[src/rtl/block_update_engine.sv]
`default_nettype none
// ============================================================================
// Module   : block_update_engine
// Purpose  : Handshaked tile-update engine. It reads the tile the player
//            touched, applies the collect/break rules, writes the result back
//            and keeps a saturating score.
// Options  : BLOCK_COMBO_EN enables the combo multiplier and its gap counter.
// Revision : 1.0 - initial release
// ============================================================================
module block_update_engine #(
    parameter int BLOCK_W   = 6,
    parameter int X_W       = 10,
    parameter int Y_W       = 9,
    parameter int TILE_PX   = 40,
    parameter int MAP_COLS  = 16,
    parameter int MAP_ROWS  = 12,
    parameter int ADDR_W    = 8,
    parameter int SCORE_W   = 16,
    parameter int COMBO_GAP = 64
) (
    input  logic               clk,
    input  logic               rst,
    input  logic               req_valid,
    output logic               req_ready,
    input  logic [X_W-1:0]     req_xpos,
    input  logic [Y_W-1:0]     req_ypos,
    input  logic               req_dir,
    input  logic               req_up,
    output logic [ADDR_W-1:0]  mem_addr,
    output logic               mem_rd_en,
    input  logic [BLOCK_W-1:0] mem_rd_data,
    output logic               mem_we,
    output logic [BLOCK_W-1:0] mem_wr_data,
    input  logic               score_clr,
    output logic [SCORE_W-1:0] score,
    output logic               new_point,
    output logic               done,
    output logic               oob,
    output logic [1:0]         combo_level
);

    if ((MAP_COLS * MAP_ROWS > (2 ** ADDR_W)) || (COMBO_GAP < 1)) begin : g_cfg_check
        $error("block_update_engine: ADDR_W cannot address the map or COMBO_GAP < 1");
    end

    localparam logic [BLOCK_W-1:0] c_tile_b  = BLOCK_W'(0);
    localparam logic [BLOCK_W-1:0] c_tile_d  = BLOCK_W'(3);
    localparam logic [BLOCK_W-1:0] c_tile_j  = BLOCK_W'(9);
    localparam logic [BLOCK_W-1:0] c_tile_gy = BLOCK_W'(28);
    localparam logic [BLOCK_W-1:0] c_tile_dy = BLOCK_W'(34);

    localparam logic [X_W-1:0]     c_tile_px_x = X_W'(TILE_PX);
    localparam logic [X_W-1:0]     c_half_px_x = X_W'(TILE_PX / 2);
    localparam logic [X_W-1:0]     c_cols_x    = X_W'(MAP_COLS);
    localparam logic [Y_W-1:0]     c_tile_px_y = Y_W'(TILE_PX);
    localparam logic [Y_W-1:0]     c_rows_y    = Y_W'(MAP_ROWS);
    localparam logic [SCORE_W-1:0] c_score_max = '1;

    typedef enum logic [1:0] {
        S_IDLE  = 2'd0,
        S_READ  = 2'd1,
        S_EVAL  = 2'd2,
        S_WRITE = 2'd3
    } state_t;

    state_t             r_state;
    state_t             w_state_next;

    logic [X_W-1:0]     w_col;
    logic [X_W-1:0]     w_xrem;
    logic [Y_W-1:0]     w_row;
    logic [ADDR_W-1:0]  w_addr;
    logic               w_oob;
    logic               w_half_ok;
    logic               w_accept;
    logic               w_write;
    logic               w_award;

    logic [ADDR_W-1:0]  r_addr;
    logic               r_oob;
    logic               r_half_ok;
    logic               r_up;
    logic               r_do_write;
    logic [BLOCK_W-1:0] r_wr_data;
    logic               r_point;

    logic [SCORE_W-1:0] r_score;
    logic [SCORE_W-1:0] w_inc;
    logic [SCORE_W:0]   w_score_sum;
    logic [SCORE_W-1:0] w_score_sat;

    // Map coordinates of the contact point; divisors are constants.
    assign w_col     = req_xpos / c_tile_px_x;
    assign w_xrem    = req_xpos % c_tile_px_x;
    assign w_row     = req_ypos / c_tile_px_y;
    assign w_oob     = (w_col >= c_cols_x) || (w_row >= c_rows_y);
    assign w_half_ok = req_dir ? (w_xrem >= c_half_px_x) : (w_xrem < c_half_px_x);
    assign w_addr    = ADDR_W'(w_row) * ADDR_W'(MAP_COLS) + ADDR_W'(w_col);
    assign w_accept  = (r_state == S_IDLE) && req_valid;

    always_ff @(posedge clk or posedge rst) begin
        if (rst) begin
            r_state <= S_IDLE;
        end else begin
            r_state <= w_state_next;
        end
    end

    always_comb begin
        w_state_next = r_state;
        req_ready    = 1'b0;
        mem_rd_en    = 1'b0;
        w_write      = 1'b0;
        done         = 1'b0;
        new_point    = 1'b0;
        oob          = 1'b0;
        case (r_state)
            S_IDLE: begin
                req_ready = 1'b1;
                if (req_valid) begin
                    w_state_next = w_oob ? S_WRITE : S_READ;
                end
            end
            S_READ: begin
                mem_rd_en    = 1'b1;
                w_state_next = S_EVAL;
            end
            S_EVAL: begin
                w_state_next = S_WRITE;
            end
            S_WRITE: begin
                w_write      = r_do_write;
                done         = 1'b1;
                new_point    = r_point;
                oob          = r_oob;
                w_state_next = S_IDLE;
            end
            default: w_state_next = S_IDLE;
        endcase
    end

    assign mem_addr    = r_addr;
    assign mem_we      = w_write;
    assign mem_wr_data = w_write ? r_wr_data : c_tile_b;

    // Out-of-map requests keep the previous address so mem_addr never glitches.
    always_ff @(posedge clk or posedge rst) begin
        if (rst) begin
            r_addr     <= '0;
            r_oob      <= 1'b0;
            r_half_ok  <= 1'b0;
            r_up       <= 1'b0;
            r_do_write <= 1'b0;
            r_wr_data  <= c_tile_b;
            r_point    <= 1'b0;
        end else if (w_accept) begin
            if (!w_oob) begin
                r_addr <= w_addr;
            end
            r_oob      <= w_oob;
            r_half_ok  <= w_half_ok;
            r_up       <= req_up;
            r_do_write <= 1'b0;
            r_wr_data  <= c_tile_b;
            r_point    <= 1'b0;
        end else if (r_state == S_EVAL) begin
            r_do_write <= 1'b0;
            r_wr_data  <= c_tile_b;
            r_point    <= 1'b0;
            if (mem_rd_data == c_tile_gy) begin
                r_do_write <= 1'b1;
                r_point    <= 1'b1;
            end else if ((mem_rd_data == c_tile_d) && r_half_ok && r_up) begin
                r_do_write <= 1'b1;
                r_wr_data  <= c_tile_dy;
                r_point    <= 1'b1;
            end else if ((mem_rd_data == c_tile_j) && r_half_ok && r_up) begin
                r_do_write <= 1'b1;
            end
        end
    end

    assign w_award = (r_state == S_WRITE) && r_point;

`ifdef BLOCK_COMBO_EN
    localparam int c_gap_w = $clog2(COMBO_GAP + 2);
    localparam logic [c_gap_w-1:0] c_gap_sat = c_gap_w'(COMBO_GAP + 1);
    localparam logic [c_gap_w-1:0] c_gap_lim = c_gap_w'(COMBO_GAP);

    logic [c_gap_w-1:0] r_gap;
    logic [1:0]         r_combo;
    logic [1:0]         w_combo_next;

    // r_gap holds the distance in cycles to the last point, parked at
    // c_gap_sat when no recent point exists (after reset or clear).
    always_comb begin
        w_combo_next = 2'd0;
        if (r_gap <= c_gap_lim) begin
            w_combo_next = (r_combo == 2'd3) ? 2'd3 : r_combo + 2'd1;
        end
    end

    assign w_inc = SCORE_W'(w_combo_next) + SCORE_W'(1);

    always_ff @(posedge clk or posedge rst) begin
        if (rst) begin
            r_gap   <= c_gap_sat;
            r_combo <= 2'd0;
        end else if (score_clr) begin
            r_gap   <= c_gap_sat;
            r_combo <= 2'd0;
        end else if (w_award) begin
            r_gap   <= c_gap_w'(1);
            r_combo <= w_combo_next;
        end else if (r_gap != c_gap_sat) begin
            r_gap <= r_gap + c_gap_w'(1);
        end
    end

    assign combo_level = r_combo;
`else
    assign w_inc       = SCORE_W'(1);
    assign combo_level = 2'd0;
`endif

    assign w_score_sum = {1'b0, r_score} + {1'b0, w_inc};
    assign w_score_sat = w_score_sum[SCORE_W] ? c_score_max : w_score_sum[SCORE_W-1:0];

    always_ff @(posedge clk or posedge rst) begin
        if (rst) begin
            r_score <= '0;
        end else if (score_clr) begin
            r_score <= '0;
        end else if (w_award) begin
            r_score <= w_score_sat;
        end
    end

    assign score = r_score;

endmodule
`default_nettype wire

[config.mk]
export PLATFORM = sky130hd
export DESIGN_NAME = block_update_engine
export DESIGN_NICKNAME = d
export VERILOG_FILES = /design/src/rtl/block_update_engine.sv
export SDC_FILE = /design/constraint.sdc
export NUM_CORES = 1
export LEC_CHECK = 0
export ABC_AREA = 1
export CAP_MARGIN = 10
export CELL_PAD_IN_SITES_DETAIL_PLACEMENT = 0
export CELL_PAD_IN_SITES_GLOBAL_PLACEMENT = 1
export CORE_UTILIZATION = 36
export DETAILED_ROUTE_END_ITERATION = 6
export GPL_ROUTABILITY_DRIVEN = 0
export MAX_ROUTING_LAYER = met4
export PLACE_DENSITY = 0.95
export SYNTH_ARGS = -nofsm -noshare
export SYNTH_HDL_FRONTEND = slang
export SYNTH_SLANG_ARGS = --single-unit
[constraint.sdc]
create_clock -name clk -period 5.2 [get_ports clk]
set_input_delay 1.56 -clock clk [delete_from_list [all_inputs] [get_ports clk]]
set_output_delay 1.56 -clock clk [all_outputs]
set_load 0.01 [all_outputs]
==> results.cfg, run 1 <==
[floorplanning]
dieArea_um2 = 6765
ios = 69
die_h_um = 82.25
num_rows = 28
core_area_um2 = 6061
start_util_pct = 38.25
die_x_um = 82.25

[global_route]
grt_pass1_wl_um = 8776
antenna_found_initial = 0
grt.total_usage_pct = 17.48
grt_max_degree = 21
first_global_vias = 2092
overflow = 0

[detailed_routing]
drt-wirelength-per-cell_um = 11.25
postRouteAntennaNets = 0
first_iter_violations = 90
drtPass1Iterations = 4
num_vias = 2207
remaining_drc_errors = 0
wl_um = 5186
viasPerCell = 4.787

[clock_network]
cts-root-buf = clkbuf_8
cts_buffer_depth = 2
cts_resized = 0
clkLatencyLatePin_ns = 0.28
cts_made_buffers = 5
htreeDepth = 2
clk_pin_slew_ns = 0.06
cts_post_setup_buffers_inserted = 0
cts_tree = yes
cts_sinks = 32
holdBufCountCts = 0

[synthesis]
yosys_warnings = 0
ys_seq_elements = 32
ys_types = 33
syn_area_per_cell_um2 = 7.134
ys_seq_area_share_pct = 34.54
syn-instance-count = 325
syn_area_um2 = 2318

[critical_path]
cp-end-kind = flop
cp-start-kind = input port
cp_data_arrival_time_ns = 4.38
cp_max_fo = 5
crit_type = input port to flop
cp_data_required_time_ns = 5.41

[power_and_ir_drop]
leakage_uw = 0.001485
p_per_area_nw_per_um2 = 313.9
power_uw = 964.2
vdd_drop_max_uv = 192.4

[layout]
drive_gt1_share_pct = 8.808
fill_cells = 606
fin_nets = 423
multi_input_area_um2 = 1255
seqCellArea_um2 = 800.8
area_growth_pct = 32.49
layout.cells.most_common = nand2_1
layout_common_cells = nand2_1 (78), clkdlybuf4s50_1 (57), inv_1 (56), dfrtp_1 (32), nor2_1 (25)
diodes = 0

[run_status]
status = finished, final reports clean

[timing]
finalHoldViolations = 0
fin_crit_ns = 4.175
rsz0062_at_grt = false
max_slew_margin_pct = 32.45
fin_crit_sh_pct = 80.30
worst_slew_pin_slew_ns = 1.009
final.setup.tns_ns = 0
setup_ws_ns = 1.025
drv_slew = 0
finalSetupViolations = 0
fin_skew_ns = 0.004650
fmax_mhz = 239.5

[job]
maxCapViolCount = 0

[place]
pre_cts_slack_ns = 0.6994
dp_hpwl_um = 4147
port_buffers = 57

[min_path]
hold_class = flop to flop
[kinds of logic (layout without fill, tap and decap cells)]
group / count (synthesis) / count (layout) / synth area share [%]
and+or+nand+nor: 158 / 158 / 31.52
buffers and inverters: 68 / 124 / 12.14
other: 1 / 6 / 0.1617
DFF: 32 / 32 / 34.54
xor gates and xnor gates: 12 / 12 / 4.533
AOI/OAI and AO/OA: 46 / 46 / 12.90
adders and majority gates: 7 / 7 / 3.777
muxes: 1 / 1 / 0.4317
[synth_stat cells]
| master | instances | area (um2) |
|---|---|---|
| a21oi_1 | 10 | 50.05 |
| a21oi_4 | 1 | 16.27 |
| a31oi_1 | 1 | 6.260 |
| buf_4 | 7 | 52.55 |
| clkbuf_1 | 3 | 11.26 |
| conb_1 | 1 | 3.750 |
| dfrtp_1 | 32 | 800.8 |
| ha_1 | 7 | 87.58 |
| inv_1 | 56 | 210.2 |
| inv_2 | 2 | 7.510 |
| mux2i_1 | 1 | 10.01 |
| nand2_1 | 78 | 292.8 |
| nand2_2 | 8 | 50.05 |
| nand2_4 | 5 | 56.30 |
| nand3_1 | 20 | 100.1 |
| nand3_2 | 2 | 20.02 |
| nand4_1 | 6 | 37.54 |
| nor2_1 | 25 | 93.84 |
| nor2_2 | 3 | 18.77 |
| nor3_1 | 6 | 30.03 |
| nor4_1 | 4 | 25.02 |
| o2111ai_1 | 1 | 8.760 |
| o211ai_1 | 3 | 22.52 |
| o21a_1 | 2 | 15.01 |
| o21ai_0 | 6 | 30.03 |
| o21ai_1 | 3 | 15.01 |
| o21ai_2 | 2 | 17.52 |
| o21ai_4 | 1 | 16.27 |
| o22ai_1 | 15 | 93.84 |
| o31ai_1 | 1 | 7.510 |
| or2_2 | 1 | 6.260 |
| xnor2_1 | 1 | 8.760 |
| xor2_1 | 11 | 96.34 |
[through the flow]
step	hold WS (ns)	utilization [%]	std cells	instance area, um2
finish	0.4941	50.68	461	3072
global route	0.5123	50.68	461	3072
CTS	0.5020	50.68	461	3072
detailed placement	0.4781	48.60	453	2945
global placement	0.4686	48.60	453	2945
floorplan	0.4491	-	330	2337
[state kept, by name (all words and copies together) (netlist names)]
register / count
r_half_ok: 1
r_state: 2
score: 16
r_oob: 1
r_point: 1
r_up: 1
mem_addr: 8
r_wr_data: 1
r_do_write: 1
[area by class of cell]
| class | instances | area share [%] |
|---|---|---|
| Multi-Input combinational cell | 230 | 40.86 |
| Sequential cell | 32 | 26.07 |
| Timing Repair Buffer | 58 | 18.82 |
| Inverter | 58 | 7.088 |
| Clock buffer | 7 | 3.136 |
| Tap cell | 75 | 3.055 |
| Clock inverter | 1 | 0.9776 |
[metal layers]
layer / vias up / wire [um] / global-route usage (%)
met1: 1006 / 2358 / 20.41
met3: 6 / 216 / 4.505
met4: 0 / 39 / 3.860
met2: 45 / 2572 / 30.08
li1: 1150 / - / -
met5: - / 0 / -
[where the power goes]
group	switching, uW	internal, uW	total (uW)
combinational	194	173	368
clock	88.9	169	258
sequential	36.8	302	339
[path summary, 6_finish.rpt]
path	endpoint	cells past startpoint	slack (ns)	startpoint
max reg2reg	score[9]	11	2.79	score[0]
min	r_oob	2	0.49	r_oob
min in group asynchronous	score[1]	2	1.71	rst
max	mem_addr[6]	19	1.02	req_ypos[6]
min reg2reg	r_oob	2	0.49	r_oob
max in group asynchronous	score[2]	3	2.83	rst
[worst max-delay path, stage by stage]
cell and delay (ns):
clkdlybuf4s50_1 0.45, o21ai_1 0.19, inv_1 0.10, o21ai_1 0.19
nand2_1 0.07, inv_1 0.07, nor2_1 0.06, nor2_2 0.19
inv_1 0.10, nand2_1 0.10, xnor2_1 0.10, o21ai_2 0.20
nand2_1 0.07, o211ai_1 0.08, o211ai_1 0.11, ha_1 0.21
ha_1 0.19, xor2_1 0.16, o21ai_0 0.16
Power figures use the tool's default switching activity.
==> run 2: changes to the inputs <==
--- a/config.mk
+++ b/config.mk
@@ -9,11 +9,11 @@
 export CAP_MARGIN = 10
 export CELL_PAD_IN_SITES_DETAIL_PLACEMENT = 0
 export CELL_PAD_IN_SITES_GLOBAL_PLACEMENT = 1
-export CORE_UTILIZATION = 36
+export CORE_UTILIZATION = 30
 export DETAILED_ROUTE_END_ITERATION = 6
 export GPL_ROUTABILITY_DRIVEN = 0
 export MAX_ROUTING_LAYER = met4
-export PLACE_DENSITY = 0.95
+export PLACE_DENSITY = 0.86
 export SYNTH_ARGS = -nofsm -noshare
 export SYNTH_HDL_FRONTEND = slang
 export SYNTH_SLANG_ARGS = --single-unit
==> constraint.sdc (replaced) <==
create_clock -name clk -period 3.6 [get_ports clk]
set_input_delay 1.08 -clock clk [delete_from_list [all_inputs] [get_ports clk]]
set_output_delay 1.08 -clock clk [all_outputs]
set_load 0.01 [all_outputs]
==> run 2 against run 1 <==
Effect of this change: global-route usage is 2.8 points lower; die area is 19% higher; sequential share of layout area is 1.1 points lower; clock skew is 0.0015 ns lower; core utilization is 7.1 points lower; sequential cell count stayed put; via count is 4.2% higher; worst hold slack worse by 0.0033 ns; critical endpoint unchanged; combinational power is 54% higher.
==> results.cfg, run 2 (same netlist as run 1, synthesis figures left out) <==
[run_status]
status = finished, final reports clean

[clock_network]
htreeDepth = 2
cts_tree = yes
cts-root-buf = clkbuf_8
cts_made_buffers = 5
cts_sinks = 32
clk_pin_slew_ns = 0.06
clkLatencyLatePin_ns = 0.28
cts_buffer_depth = 2

[layout]
largest_reg_flops = 16
layout_common_cells = nand2_1 (76), clkdlybuf4s50_1 (56), inv_1 (54), dfrtp_1 (32), nor2_1 (25)
area_growth_pct = 38.59
fin_nets = 439
multi_input_area_um2 = 1280
layout.cells.most_common = nand2_1
drive_gt1_share_pct = 14.18
fill_cells = 765
seqCellArea_um2 = 800.8
diodes = 0

[detailed_routing]
first_iter_violations = 65
wl_um = 5550
viasPerCell = 4.589
postRouteAntennaNets = 0
drt-wirelength-per-cell_um = 11.08
num_vias = 2299
drtPass1Iterations = 5
remaining_drc_errors = 0

[power_and_ir_drop]
netSwitchingFraction_pct = 35.54
power_uw = 1339
p_per_area_nw_per_um2 = 416.9
p_seq_share_pct = 36.5
power_frac_comb_pct = 42.2
pwr-share-clk_pct = 21.3
power_switching_uw = 476.0
vdd_drop_max_uv = 197.8
leakage_uw = 0.001555
cellInternalPower_uw = 863.4

[critical_path]
cp_cell_sequence = clkdlybuf4s50_1 > o21ai_2 > inv_1 > o21ai_2 > nand2_1 > inv_2 > nor2_1 > nor2_2 > inv_2 > nand2_2 > nand2_1 > nor2_1 > o21ai_2 > buf_4 > o211ai_1 > ha_2 > ha_2 > xor2_1 > o21ai_1
cp_data_required_time_ns = 3.77
slowest_stage = clkdlybuf4s50_1
r2r_slack_ns = 1.27
cp-end-kind = flop
cp_max_fo = 4
crit_type = input port to flop
slowest_delay_ns = 0.43
cp-start-kind = input port
rr_startpoint = score[0]
crit_start = req_ypos[6]
cpMostUsedCell = o21ai_2
reg2reg_depth = 9
cp_data_arrival_time_ns = 3.65

[place]
port_buffers = 57
dp_hpwl_um = 4257
pre_cts_slack_ns = -0.1512

[floorplanning]
dieArea_um2 = 8084
die_x_um = 89.91
core_area_um2 = 7370
start_util_pct = 31.46
ios = 69
num_rows = 31
die_h_um = 89.91

[min_path]
hold_class = flop to flop
worstHoldStart = r_up
min_path_cells = 2

[job]
maxCapViolCount = 0

[global_route]
grt.total_usage_pct = 14.66
overflow = 0
grt_pass1_wl_um = 9549
antenna_found_initial = 0
first_global_vias = 2197
grt_max_degree = 33

[timing]
finalSetupViolations = 0
finalHoldViolations = 0
fin_skew_ns = 0.003136
fin_crit_ns = 3.473
worst_slew_pin_slew_ns = 0.5597
fmax_mhz = 287.9
setup_ws_ns = 0.1265
max_slew_margin_pct = 62.59
fin_crit_sh_pct = 96.49
drv_slew = 0
run 2: changes by cell type in the layout (fill, tap and decap cells not counted), sizes merged:
cell,previous run,this run
buf,1,17
bufinv,1,0
clkbuf,7,8
clkdlybuf4s50,57,56
dlymetal6s2s,0,1
run 2: layout make-up:
cell class	instances	share of cell area, %
clock buffer	8	2.804
inverter	58	6.776
multi-input combinational	230	39.84
sequential	32	24.92
tap	99	3.855
timing repair buffer	74	21.81
run 2: through the flow:
step	hold slack, ns	area (um2)	utilization (%)	setup TNS (ns)	std cells
after floorplan	0.4491	2337	-	0	330
final	0.4908	3213	43.60	0	501
after CTS	0.4949	3156	42.82	0	497
after detailed placement	0.4721	3065	41.60	-0.2547	489
after global routing	0.5102	3213	43.60	-0.06041	501
after global placement	0.4635	3065	41.60	-0.1361	489
run 2: critical path: cells and delay by family:
kind | cells | cell delay (ns)
XOR/XNOR | 1 | 0.14
buffers and inverters | 5 | 0.77
adder cells (fa/ha/maj) | 2 | 0.39
AND/OR/NAND/NOR | 6 | 0.63
AO/OA/AOI/OAI | 5 | 0.63
run 2: path summary, 6_finish.rpt:
kind	endpoint
worst min register to register	r_up
min in group asynchronous	score[1]
worst min-delay path	r_up
worst max register to register	score[15]
max in group asynchronous	r_state[0]
worst max-delay path	mem_addr[6]
run 2: timing repair:
item,4_1_cts,5_1_grt
setup endpoints to repair,0,2
buffers inserted,0,4
gates resized for setup,0,11
hold buffers,0,0
run 2: routing by layer:
metal,routed length (um),vias up,GRT usage [%],part of all wire (%)
met2,2640,63,24.42,48
met3,322,7,3.553,5.8
li1,-,1177,-,-
met5,0,-,-,0
met1,2521,1052,17.56,45
met4,65,0,4.435,1.2
run 2: power by group through the flow:
stage	registers [uW]	clock network [uW]	logic, uW
final	489	286	565
after global routing	501	312	639
after CTS	490	296	559
after detailed placement	493	0	558
after global placement	494	0	548
after floorplan	499	0	309
